**config.mk**
```make
export PLATFORM = sky130hd
export DESIGN_NAME = multi_cycle_controller
export DESIGN_NICKNAME = d
export VERILOG_FILES = /design/src/rtl/multi_cycle_controller.sv
export SDC_FILE = /design/constraint.sdc
export NUM_CORES = 1
export LEC_CHECK = 0
export BUFFER_PORTS_ARGS = -buffer_cell sky130_fd_sc_hd__buf_2
export CORE_AREA = 4 4 41 43
export DETAILED_ROUTE_END_ITERATION = 16
export DIE_AREA = 0 0 45 47
export HOLD_SLACK_MARGIN = 0.15
export PLACE_DENSITY = 0.84
export SLEW_MARGIN = 20
export SYNTH_ARGS = -nofsm -noshare
export SYNTH_HDL_FRONTEND = slang
export SYNTH_SLANG_ARGS = --single-unit
```
**constraint.sdc**
```tcl
create_clock -name CLK -period 1.85 [get_ports CLK]
set_input_delay 0 -clock CLK [delete_from_list [all_inputs] [get_ports CLK]]
set_output_delay 0 -clock CLK [all_outputs]
set_load 0.1 [all_outputs]
```
**src/rtl/multi_cycle_controller.sv**
```systemverilog
// Moore control FSM and ALU decoder for the multi-cycle RV32I datapath; one instruction in flight.
// Outputs are combinational from state and decode fields; write enables are suppressed while RESET is high.
module multi_cycle_controller (
  input  logic       CLK,
  input  logic       RESET,
  input  logic [6:0] OP,
  input  logic [2:0] funct3,
  input  logic       funct7,
  input  logic       Zero,
  output logic [1:0] ALUSrcA,
  output logic [1:0] ALUSrcB,
  output logic [1:0] ImmSrc,
  output logic [1:0] ResultSrc,
  output logic [2:0] ALUControl,
  output logic       AdrSrc,
  output logic       PCWrite,
  output logic       MemWrite,
  output logic       RegWrite,
  output logic       IRWrite,
  output logic       Illegal
);

  localparam logic [3:0] FETCH    = 4'd0;
  localparam logic [3:0] DECODE   = 4'd1;
  localparam logic [3:0] MEMADR   = 4'd2;
  localparam logic [3:0] MEMREAD  = 4'd3;
  localparam logic [3:0] MEMWB    = 4'd4;
  localparam logic [3:0] MEMWRITE = 4'd5;
  localparam logic [3:0] EXECUTER = 4'd6;
  localparam logic [3:0] EXECUTEI = 4'd7;
  localparam logic [3:0] ALUWB    = 4'd8;
  localparam logic [3:0] BRANCH   = 4'd9;
  localparam logic [3:0] JAL      = 4'd10;
  localparam logic [3:0] ILLEGAL  = 4'd11;

  localparam logic [1:0] ALUOP_ADD   = 2'd0;
  localparam logic [1:0] ALUOP_SUB   = 2'd1;
  localparam logic [1:0] ALUOP_FUNCT = 2'd2;

  localparam logic [6:0] OP_LW  = 7'b0000011;
  localparam logic [6:0] OP_SW  = 7'b0100011;
  localparam logic [6:0] OP_R   = 7'b0110011;
  localparam logic [6:0] OP_I   = 7'b0010011;
  localparam logic [6:0] OP_BR  = 7'b1100011;
  localparam logic [6:0] OP_JAL = 7'b1101111;

  logic [3:0] state, next_state;
  logic [1:0] alu_op;
  logic       pc_update, branch, take;
  logic       mem_write_s, reg_write_s, ir_write_s;

  always_ff @(posedge CLK or posedge RESET) begin
    if (RESET) state <= FETCH;
    else       state <= next_state;
  end

  always_comb begin
    next_state = FETCH;
    case (state)
      FETCH:  next_state = DECODE;
      DECODE: begin
        case (OP)
          OP_LW, OP_SW: next_state = MEMADR;
          OP_R:         next_state = EXECUTER;
          OP_I:         next_state = EXECUTEI;
          OP_BR:        next_state = BRANCH;
          OP_JAL:       next_state = JAL;
          default:      next_state = ILLEGAL;
        endcase
      end
      MEMADR:   next_state = (OP == OP_SW) ? MEMWRITE : MEMREAD;
      MEMREAD:  next_state = MEMWB;
      EXECUTER: next_state = ALUWB;
      EXECUTEI: next_state = ALUWB;
      JAL:      next_state = ALUWB;
      ILLEGAL:  next_state = ILLEGAL;
      default:  next_state = FETCH;
    endcase
  end

  always_comb begin
    ALUSrcA     = 2'b00;
    ALUSrcB     = 2'b00;
    ImmSrc      = 2'b00;
    ResultSrc   = 2'b00;
    AdrSrc      = 1'b0;
    alu_op      = ALUOP_ADD;
    pc_update   = 1'b0;
    branch      = 1'b0;
    mem_write_s = 1'b0;
    reg_write_s = 1'b0;
    ir_write_s  = 1'b0;
    case (state)
      FETCH: begin
        ALUSrcB    = 2'b10;
        ResultSrc  = 2'b10;
        ir_write_s = 1'b1;
        pc_update  = 1'b1;
      end
      DECODE: begin
        // Speculatively computes the branch target into ALUOut
        ALUSrcA = 2'b01;
        ALUSrcB = 2'b01;
        ImmSrc  = 2'b10;
      end
      MEMADR: begin
        ALUSrcA = 2'b10;
        ALUSrcB = 2'b01;
        ImmSrc  = (OP == OP_SW) ? 2'b01 : 2'b00;
      end
      MEMREAD: AdrSrc = 1'b1;
      MEMWB: begin
        ResultSrc   = 2'b01;
        reg_write_s = 1'b1;
      end
      MEMWRITE: begin
        AdrSrc      = 1'b1;
        mem_write_s = 1'b1;
      end
      EXECUTER: begin
        ALUSrcA = 2'b10;
        alu_op  = ALUOP_FUNCT;
      end
      EXECUTEI: begin
        ALUSrcA = 2'b10;
        ALUSrcB = 2'b01;
        alu_op  = ALUOP_FUNCT;
      end
      ALUWB:  reg_write_s = 1'b1;
      BRANCH: begin
        ALUSrcA = 2'b10;
        alu_op  = ALUOP_SUB;
        branch  = 1'b1;
      end
      JAL: begin
        ALUSrcA   = 2'b01;
        ALUSrcB   = 2'b10;
        pc_update = 1'b1;
      end
      default: ;
    endcase
  end

  always_comb begin
    ALUControl = 3'b000;
    case (alu_op)
      ALUOP_SUB:   ALUControl = 3'b001;
      ALUOP_FUNCT: begin
        // Only register-register ops (OP[5]=1) may select sub
        case (funct3)
          3'b000:  ALUControl = (OP[5] & funct7) ? 3'b001 : 3'b000;
          3'b010:  ALUControl = 3'b101;
          3'b110:  ALUControl = 3'b011;
          3'b111:  ALUControl = 3'b010;
          default: ALUControl = 3'b000;
        endcase
      end
      default: ALUControl = 3'b000;
    endcase
  end

  always_comb begin
    take = 1'b0;
    if (funct3 == 3'b000)      take = Zero;
    else if (funct3 == 3'b001) take = ~Zero;
  end

  assign PCWrite  = ~RESET & (pc_update | (branch & take));
  assign MemWrite = ~RESET & mem_write_s;
  assign RegWrite = ~RESET & reg_write_s;
  assign IRWrite  = ~RESET & ir_write_s;
  assign Illegal  = ~RESET & (state == ILLEGAL);

endmodule

```
==> metrics.csv, run 1 <==
stage,metric,value,unit
floorplan,Die Span Y,47,µm
place,Placed Cells,125,
sta,RSZ-0062 raised after global routing,yes,
sta,final worst path period share,99.6,%
synthesis,post-synthesis simple-gate area fraction,50.6,%
synthesis,Post-Syn Area per Cell,7.96,µm²
synthesis,fraction of synthesized area in multiplexers,1.61,%
finish,"commonest non-fill, non-tap cells in the layout","buf_2, buf_12, buf_4",
sta,final number of max-transition violations,0,
critical_path,worst reg2reg setup slack,0.29,ns
clocking,CTS H-tree lvls,1,
synthesis,Compound-Gate Fraction of Synth Area,14.5,%
synthesis,largest family of logic cells by synthesized area,simple AND/OR/NAND/NOR gates,
sta,FMAX,543,MHz
finish,share of cells above drive strength 1,59.5,%
finish,Fill cells,35,
hold_path,WHS Endpoint,state[0],
finish,fin util,95.2,%
route,drt total wl,3440,µm
hold_path,HP Start,OP[3],
critical_path,RR Startpoint,state[2],
route,Routed met1 length,1210,µm
critical_path,"slowest stage delay, CP",0.42,ns
synthesis,sequential-to-total area share from yosys stat,16.1,%
critical_path,CP top delay family,simple AND/OR/NAND/NOR gates,
synthesis,Synth Instances,78,
sta,Final min period,1.84,ns
synthesis,Most used DFF post-synth,dfrtp_1,
critical_path,WP data required,1.85,ns
hold_path,Worst Hold Depth,4,
floorplan,initial core utilization,47.7,%
clocking,Clock Sinks,4,
global_route,vias in the first global route,1014,
clocking,Clock Latency Late Sink,0.26,ns
route,WL met3,473,µm
global_route,grt ovf,0,
sta,Worst slew margin,67.6,%
place,I/O Buffers,30,
run,Max-Cap Viols,0,
synthesis,Async SR Flop Fraction,100,%
global_route,gr usage total,37.5,%
sta,Setup Skew,0.0146,ns
floorplan,Ports,31,
synthesis,yosys warns,0,
synthesis,leading area contributor after synthesis,dfrtp_1,
critical_path,CP bufs+invs,2,
global_route,first-pass GRT wire length,5350,µm
floorplan,Die X-Extent,45,µm
synthesis,share of the synthesized area in the top cell type,16.1,%
critical_path,Worst setup SP type,flop,
synthesis,Yosys reg bits,4,
clocking,root buf cell,clkbuf_4,
critical_path,CP Capture Type,output port,
finish,top flop regs,state x4,
sta,hold slack final,0.250,ns
clocking,clock transition at the registers of the reported paths,0.06,ns
clocking,CTS buffer count,3,
finish,Nets,138,
route,Routed Antenna Nets,0,
synthesis,syn nets,94,
finish,Reg area,103,µm²
finish,diode count,0,
finish,Area growth syn-to-layout,99.6,%
clocking,CTS tree,done,
critical_path,crit-path max FO,7,
global_route,initial antenna violation count,0,
critical_path,RR Endpoint,state[0],
finish,area of the multi-input gates,616,µm²
sta,final setup vio count,0,
synthesis,XOR/XNOR share of the synthesized area,4.23,%
critical_path,slowest CP cell,dfrtp_2,
finish,Largest register FFs,4,
synthesis,area share of fa/ha/maj cells after synthesis,4.03,%
critical_path,CP Class,reg2out,
hold_path,Hold Crit Class,in2reg,
place,post-detailed-placement half-perimeter wirelength,1540,µm
route,vias,955,
route,DR top layer,met4,
run_status,outcome,finished clean,
finish,Top reg by flops,state,
finish,"commonest non-fill, non-tap cell in the layout",buf_2,
place,Placer Congestion,0.778,
synthesis,Post-synth EDFFs,0,
synthesis,post-synth cell types,43,
floorplan,die area,2120,µm²
critical_path,R2R depth,5,
route,drt initial violations,93,
synthesis,Synth area leaders,"dfrtp_1, nor2_1, ha_1, nor2b_1, nor3_1",
synthesis,"Cell Area, Synth",621,µm²
global_route,largest net degree at the start of global routing,17,
route,wire length on met2,1550,µm
clocking,Max Buffers Root-to-Sink,2,
critical_path,worst path cell trace,"buf_8, nand4bb_4, ha_4, nor4bb_4, buf_12",
route,via/cell ratio,7.02,
route,1st-pass router iterations,6,
floorplan,row cnt,13,
route,# DRC,0,
finish,post-route insts no fill,136,
sta,final hold viol count,0,
floorplan,area of the core,1300,µm²
route,drt wl/cell,25.3,µm
sta,Worst Tran Pin Value,0.489,ns
critical_path,Worst Path Arrival,1.84,ns
[stage by stage]
step / setup WS [ns] / TNS (ns) / area (µm²)
floorplan: -0.375 / -1.94 / 727
global placement: 0.239 / 0 / 1090
detailed placement: 0.153 / 0 / 1090
CTS: 0.0194 / 0 / 1210
global route: -0.0642 / -0.0866 / 1240
finish: 0.00703 / 0 / 1240
[Yosys cell counts (2+ instances only)]
| library cell | n |
|---|---|
| and2_1 | 2 |
| buf_2 | 2 |
| buf_6 | 2 |
| dfrtp_1 | 4 |
| ha_1 | 2 |
| inv_1 | 4 |
| nand2_1 | 4 |
| nand2b_1 | 2 |
| nand3_1 | 2 |
| nor2_1 | 7 |
| nor2b_1 | 4 |
| nor3_1 | 5 |
| nor3b_1 | 2 |
| nor4_1 | 2 |
| o21ai_0 | 3 |
| o21ai_1 | 2 |
| or3_1 | 2 |
| xnor2_1 | 2 |
[per-layer routing]
metal  vias up  track usage, %
met2       121            64.4
met4         0            25.7
met3        34            8.81
met1       428            41.0
li1        372               -
met5         -               0
[cell families (layout without fill, tap and decap cells)]
family	Yosys count	after routing
buffers and inverters	9	52
flip-flops	4	4
AO/OA/AOI/OAI	13	13
adder cells (fa/ha/maj)	2	2
XOR/XNOR	3	3
AND/OR/NAND/NOR	46	46
multiplexers	1	1
[worst max path at each step]
stage	from	to	slack, ns	cells past startpoint
floorplan	state[1]	ALUControl[2]	-0.37	3
global placement	state[3]	ALUControl[2]	0.24	5
detailed placement	state[2]	ALUControl[0]	0.15	7
CTS	state[3]	ALUControl[2]	0.02	6
global route	state[3]	ALUControl[2]	-0.06	6
finish	state[3]	ALUControl[2]	0.007	5
[worst min-delay path: cells and delay by family]
family / cells / cell delay, ns
AO/OA/AOI/OAI: 1 / 0.16
buffers and inverters: 1 / 0.13
AND/OR/NAND/NOR: 2 / 0.16
[area by class of cell]
cell class,count,area share (%)
Inverter,4,1.21
Multi-Input combinational cell,65,49.7
Clock buffer,4,2.12
Sequential cell,4,8.28
Tap cell,15,1.52
Timing Repair Buffer,44,37.2
[repair_timing]
item | CTS | global route
endpoints found under the hold margin | 7 | 0
pin swaps | 1 | 0
gates resized for setup | 8 | 8
hold buffers | 4 | 0
cloned | 0 | 0
endpoints found under the setup margin | 3 | 6
setup buffers | 2 | 1
Power of run 1 is left out: the tool's default activity adds up to more than one toggle a clock period on the data nets, which glitch-free logic cannot reach.
==> run 2, diff against run 1 <==
Settings changed: CORE_AREA 4 4 41 43 to 2 2 39 41, DIE_AREA 0 0 45 47 to 0 0 41 43, RECOVER_POWER set to 100.
==> run 2 against run 1 <==
First-iteration DRC count is 80% lower. Non-clock buffer count decreased by 6. Critical path depth stayed put. Worst setup slack better by 0.037 ns. Count of clock-buffer cells in the layout unchanged. Die area fell by 17%. Critical endpoint unchanged. Register-to-register slack better by 0.09 ns. Global-route usage shrank 11 points. Routed wire length decreased by 44%.
==> metrics.csv, run 2 (synthesis gave the netlist of run 1 again) <==
stage,metric,value,unit,change
run_status,outcome,finished clean,,unchanged
floorplan,Die X-Extent,41,µm,was 45 µm
finish,Top reg by flops,state,,unchanged
clocking,Clock Latency Late Sink,0.24,ns,was 0.26 ns
sta,final number of max-transition violations,0,,unchanged
finish,share of cells above drive strength 1,53.9,%,was 59.5%
finish,fin util,78.5,%,was 95.2%
critical_path,"slowest stage delay, CP",0.43,ns,was 0.42 ns
finish,Nets,132,,was 138
route,via/cell ratio,5.60,,was 7.02
route,vias,733,,was 955
floorplan,row cnt,14,,was 13
finish,diode count,0,,unchanged
sta,hold slack final,0.176,ns,was 0.250 ns
place,Placer Congestion,0.702,,was 0.778
global_route,vias in the first global route,719,,was 1014
run,Max-Cap Viols,0,,unchanged
sta,Final min period,1.81,ns,was 1.84 ns
route,drt wl/cell,14.8,µm,was 25.3 µm
global_route,busiest grt layer,met2,,unchanged
clocking,Clock Sinks,4,,unchanged
critical_path,CP Class,reg2out,,unchanged
clocking,CTS H-tree lvls,1,,unchanged
global_route,met3 Track Usage GR,4.71,%,was 8.81%
route,# DRC,0,,unchanged
route,Routed Antenna Nets,0,,unchanged
finish,top flop regs,state x4,,unchanged
global_route,initial antenna violation count,0,,unchanged
global_route,grt ovf,0,,unchanged
clocking,root buf cell,clkbuf_4,,unchanged
global_route,gr usage total,26.5,%,was 37.5%
place,I/O Buffers,30,,unchanged
place,post-detailed-placement half-perimeter wirelength,1370,µm,was 1540 µm
route,drt total wl,1940,µm,was 3440 µm
sta,final setup vio count,0,,unchanged
global_route,first-pass GRT wire length,3070,µm,was 5350 µm
clocking,Max Buffers Root-to-Sink,2,,unchanged
hold_path,Hold Crit Class,in2reg,,unchanged
critical_path,slowest CP cell,dfrtp_2,,unchanged
sta,final worst path period share,97.6,%,was 99.6%
critical_path,Worst Path Arrival,1.81,ns,was 1.84 ns
floorplan,Ports,31,,unchanged
sta,Worst Tran Pin Value,0.553,ns,was 0.489 ns
clocking,clock transition at the registers of the reported paths,0.04,ns,was 0.06 ns
finish,Area growth syn-to-layout,75.0,%,was 99.6%
critical_path,Worst setup SP type,flop,,unchanged
critical_path,worst path cell trace,"nor2b_2, and2_4, ha_4, nor4bb_4, buf_12",,"was buf_8, nand4bb_4, ha_4, nor4bb_4, buf_12"
floorplan,Die Span Y,43,µm,was 47 µm
floorplan,area of the core,1380,µm²,was 1300 µm²
sta,Worst slew margin,63.3,%,was 67.6%
sta,FMAX,554,MHz,was 543 MHz
route,drt initial violations,19,,was 93
clocking,CTS tree,done,,unchanged
sta,RSZ-0062 raised after global routing,yes,,unchanged
floorplan,die area,1760,µm²,was 2120 µm²
global_route,largest net degree at the start of global routing,18,,was 17
floorplan,initial core utilization,44.8,%,was 47.7%
clocking,CTS buffer count,3,,unchanged
sta,Setup Skew,0.00290,ns,was 0.0146 ns
route,1st-pass router iterations,4,,was 6
global_route,met2 usage,45.9,%,was 64.4%
finish,"commonest non-fill, non-tap cells in the layout","buf_2, buf_12, clkbuf_4",,"was buf_2, buf_12, buf_4"
finish,Largest register FFs,4,,unchanged
critical_path,CP Capture Type,output port,,unchanged
critical_path,crit-path max FO,5,,was 7
sta,final hold viol count,0,,unchanged
global_route,met1 global-route usage,27.9,%,was 41.0%
finish,"commonest non-fill, non-tap cell in the layout",buf_2,,unchanged
critical_path,WP data required,1.85,ns,about the same
run 2: cell types whose count changed in the layout (fill, tap and decap cells not counted), moves of 2 or more:
cell / delta
buf_2: -3
buf_4: -4
buf_12: -5
clkbuf_2: +5
clkbuf_1: +2
run 2: cell type report:
cell class,count,area [µm²]
Multi-Input combinational cell,65,588
Tap cell,16,20.0
Timing Repair Buffer,38,334
Sequential cell,4,103
Inverter,4,15.0
Fill cell,94,298
Clock buffer,4,26.3
run 2: repair_timing:
item,4_1_cts,5_1_grt
hold buffers,3,0
setup buffers,1,0
setup endpoints to repair,3,2
gates resized for setup,7,3
hold endpoints to repair,7,0
pin swaps,1,0
run 2: per-layer routing:
| metal | vias to the layer above | routed length (µm) |
|---|---|---|
| li1 | 358 | - |
| met4 | 0 | 38 |
| met1 | 338 | 702 |
| met2 | 31 | 1090 |
| met5 | - | 0 |
| met3 | 6 | 110 |
run 2: worst paths after layout:
path	from	endpoint	slack (ns)	cells past startpoint
worst max register to register	state[3]	state[0]	0.38	4
worst min-delay path	OP[2]	state[0]	0.18	4
worst min register to register	state[2]	state[2]	0.73	2
worst max-delay path	state[2]	ALUControl[2]	0.04	5
min in group asynchronous	RESET	state[0]	0.29	3
max in group asynchronous	RESET	state[2]	1.36	3
run 2: critical path: cells and delay by family (launching register included):
| family | cells | cell delay, ns |
|---|---|---|
| fa+ha+maj | 1 | 0.24 |
| buf+inv | 1 | 0.22 |
| flops | 1 | 0.43 |
| simple gates | 3 | 0.69 |
run 2: per-stage QoR:
| stage | TNS (ns) | instances | area, µm² | setup WS [ns] |
|---|---|---|---|---|
| finish | 0 | 131 | 1090 | 0.0439 |
| detailed placement | 0 | 123 | 1050 | 0.0802 |
| floorplan | -1.94 | 78 | 727 | -0.375 |
| global route | -0.0208 | 131 | 1090 | -0.00897 |
| global placement | 0 | 123 | 1050 | 0.205 |
| CTS | 0 | 131 | 1150 | 0.0222 |
Power of run 2 is left out for the same reason.
==> run 3, diff against run 2 <==
Settings changed: CORE_AREA 2 2 39 41 to not set, CORE_UTILIZATION set to 45, DIE_AREA 0 0 41 43 to not set, PLACE_DENSITY 0.84 to 0.86.
==> run 3 against run 2 <==
Routed wire length is 14% higher. Non-clock buffer count is the same. Core utilization up 11 points. Clock skew rose by 0.0092 ns. Global-route usage increased by 2.1 points. Sequential share of layout area is 0.51 points lower. Register-to-register slack got worse by 0.02 ns. Die area decreased by 13%. Worst setup slack better by 0.010 ns. Worst hold slack worse by 0.022 ns. Final area increased by 5.8%. Critical path type unchanged. Highest routed layer unchanged.
==> metrics.csv, run 3 (synthesis gave the netlist of run 1 again) <==
stage,metric,value,unit,change
run_status,outcome,finished clean,,unchanged
finish,diode count,0,,unchanged
sta,final worst setup slack,0.0539,ns,was 0.0439 ns
clocking,CTS buffer count,3,,unchanged
hold_path,Hold Crit Class,in2reg,,unchanged
sta,final number of max-transition violations,0,,unchanged
finish,"commonest non-fill, non-tap cells in the layout","buf_2, buf_12, buf_4",,"was buf_2, buf_12, clkbuf_4"
floorplan,Die Span Y,39.1,µm,was 43 µm
route,1st-pass router iterations,4,,unchanged
critical_path,WP data required,1.85,ns,about the same
route,drt initial violations,16,,was 19
floorplan,initial core utilization,48.3,%,was 44.8%
global_route,initial antenna violation count,0,,unchanged
route,drt total wl,2200,µm,was 1940 µm
route,Routed met1 length,818,µm,was 702 µm
clocking,root buf cell,clkbuf_4,,unchanged
floorplan,die area,1530,µm²,was 1760 µm²
route,via/cell ratio,5.99,,was 5.60
global_route,vias in the first global route,658,,was 719
floorplan,Ports,31,,unchanged
critical_path,CP Capture Type,output port,,unchanged
finish,Area growth syn-to-layout,85.1,%,was 75.0%
place,I/O Buffers,30,,unchanged
place,dpl ws,0.158,ns,was 0.0802 ns
place,Placer Congestion,0.721,,was 0.702
route,vias,779,,was 733
finish,Nets,132,,unchanged
global_route,first-pass GRT wire length,2860,µm,was 3070 µm
critical_path,Worst Path Arrival,1.80,ns,was 1.81 ns
sta,final setup vio count,0,,unchanged
sta,hold slack final,0.155,ns,was 0.176 ns
finish,top flop regs,state x4,,unchanged
sta,final worst path period share,97.1,%,was 97.6%
sta,final hold viol count,0,,unchanged
sta,setup_tns,0,ns,unchanged
global_route,gr usage total,28.5,%,was 26.5%
sta,Setup Skew,0.0121,ns,was 0.00290 ns
critical_path,crit-path max FO,3,,was 5
global_route,largest net degree at the start of global routing,18,,unchanged
clocking,CTS tree,done,,unchanged
route,Routed Antenna Nets,0,,unchanged
route,WL met3,125,µm,was 110 µm
critical_path,Worst setup SP type,flop,,unchanged
route,# DRC,0,,unchanged
sta,Worst slew margin,66.4,%,was 63.3%
finish,"commonest non-fill, non-tap cell in the layout",buf_2,,unchanged
sta,Final min period,1.80,ns,was 1.81 ns
critical_path,CP Class,reg2out,,unchanged
place,post-detailed-placement half-perimeter wirelength,1420,µm,was 1370 µm
floorplan,Die X-Extent,39.1,µm,was 41 µm
finish,Top reg by flops,state,,unchanged
sta,RSZ-0062 raised after global routing,yes,,unchanged
clocking,CTS H-tree lvls,1,,unchanged
floorplan,row cnt,13,,was 14
route,wire length on met2,1200,µm,was 1090 µm
route,drt wl/cell,16.9,µm,was 14.8 µm
finish,share of cells above drive strength 1,56.5,%,was 53.9%
clocking,Clock Latency Late Sink,0.25,ns,was 0.24 ns
route,DR top layer,met4,,unchanged
global_route,grt ovf,0,,unchanged
floorplan,area of the core,1280,µm²,was 1380 µm²
finish,Largest register FFs,4,,unchanged
clocking,Clock Sinks,4,,unchanged
clocking,clock transition at the registers of the reported paths,0.05,ns,was 0.04 ns
clocking,Max Buffers Root-to-Sink,2,,unchanged
finish,Final Cell Area,1150,µm²,was 1090 µm²
sta,FMAX,557,MHz,was 554 MHz
sta,Worst Tran Pin Value,0.508,ns,was 0.553 ns
run,Max-Cap Viols,0,,unchanged
place,area post-placement,1060,µm²,was 1050 µm²
-- run 3: cell types whose count changed in the layout (fill, tap and decap cells not counted), sizes merged --
cell	delta
dlygate4sd3	-1
clkbuf	-9
buf	+10
-- run 3: critical path, cell delays in order, from the launching register on --
cell     delay (ns)
dfrtp_2        0.44
nor2b_4        0.14
and2_4         0.17
ha_4           0.12
nor2b_2        0.16
o21ai_1        0.13
a21oi_4        0.19
buf_12         0.19
-- run 3: area by class of cell --
cell class                 count  area [µm²]
clock buffer                   4        26.3
fill                          64         136
inverter                       4        15.0
multi-input combinational     65         607
sequential                     4         103
tap                           15        18.8
timing repair buffer          38         379
-- run 3: per-stage QoR --
step / instances / utilization [%]
3_3_place_gp: 123 / 82.4
4_1_cts: 129 / 88.2
6_report: 130 / 89.4
2_1_floorplan: 78 / -
5_1_grt: 130 / 89.4
3_5_place_dp: 123 / 82.4
-- run 3: worst paths after layout --
path                            slack (ns)      from  cells after the start       endpoint
worst min register to register        0.76  state[3]                      3       state[3]
min in group asynchronous             0.29     RESET                      3       state[3]
worst min-delay path                  0.15     OP[4]                      3       state[2]
max in group asynchronous             1.37     RESET                      3       state[1]
worst max register to register        0.36  state[3]                      4       state[0]
worst max-delay path                  0.05  state[3]                      7  ALUControl[0]
-- run 3: what timing repair did --
| item | in CTS | in global routing |
|---|---|---|
| setup buffers | 0 | 1 |
| setup endpoints to repair | 3 | 2 |
| hold buffers | 2 | 0 |
| resized for setup | 6 | 3 |
| endpoints found under the hold margin | 5 | 0 |
| pin swaps | 1 | 0 |
-- run 3: layer usage --
layer | global-route usage (%) | up-vias
met5 | 0 | -
met4 | 10.3 | 0
met3 | 3.47 | 9
met2 | 55.0 | 45
met1 | 30.9 | 365
li1 | - | 360
Power of run 3 is left out for the same reason.
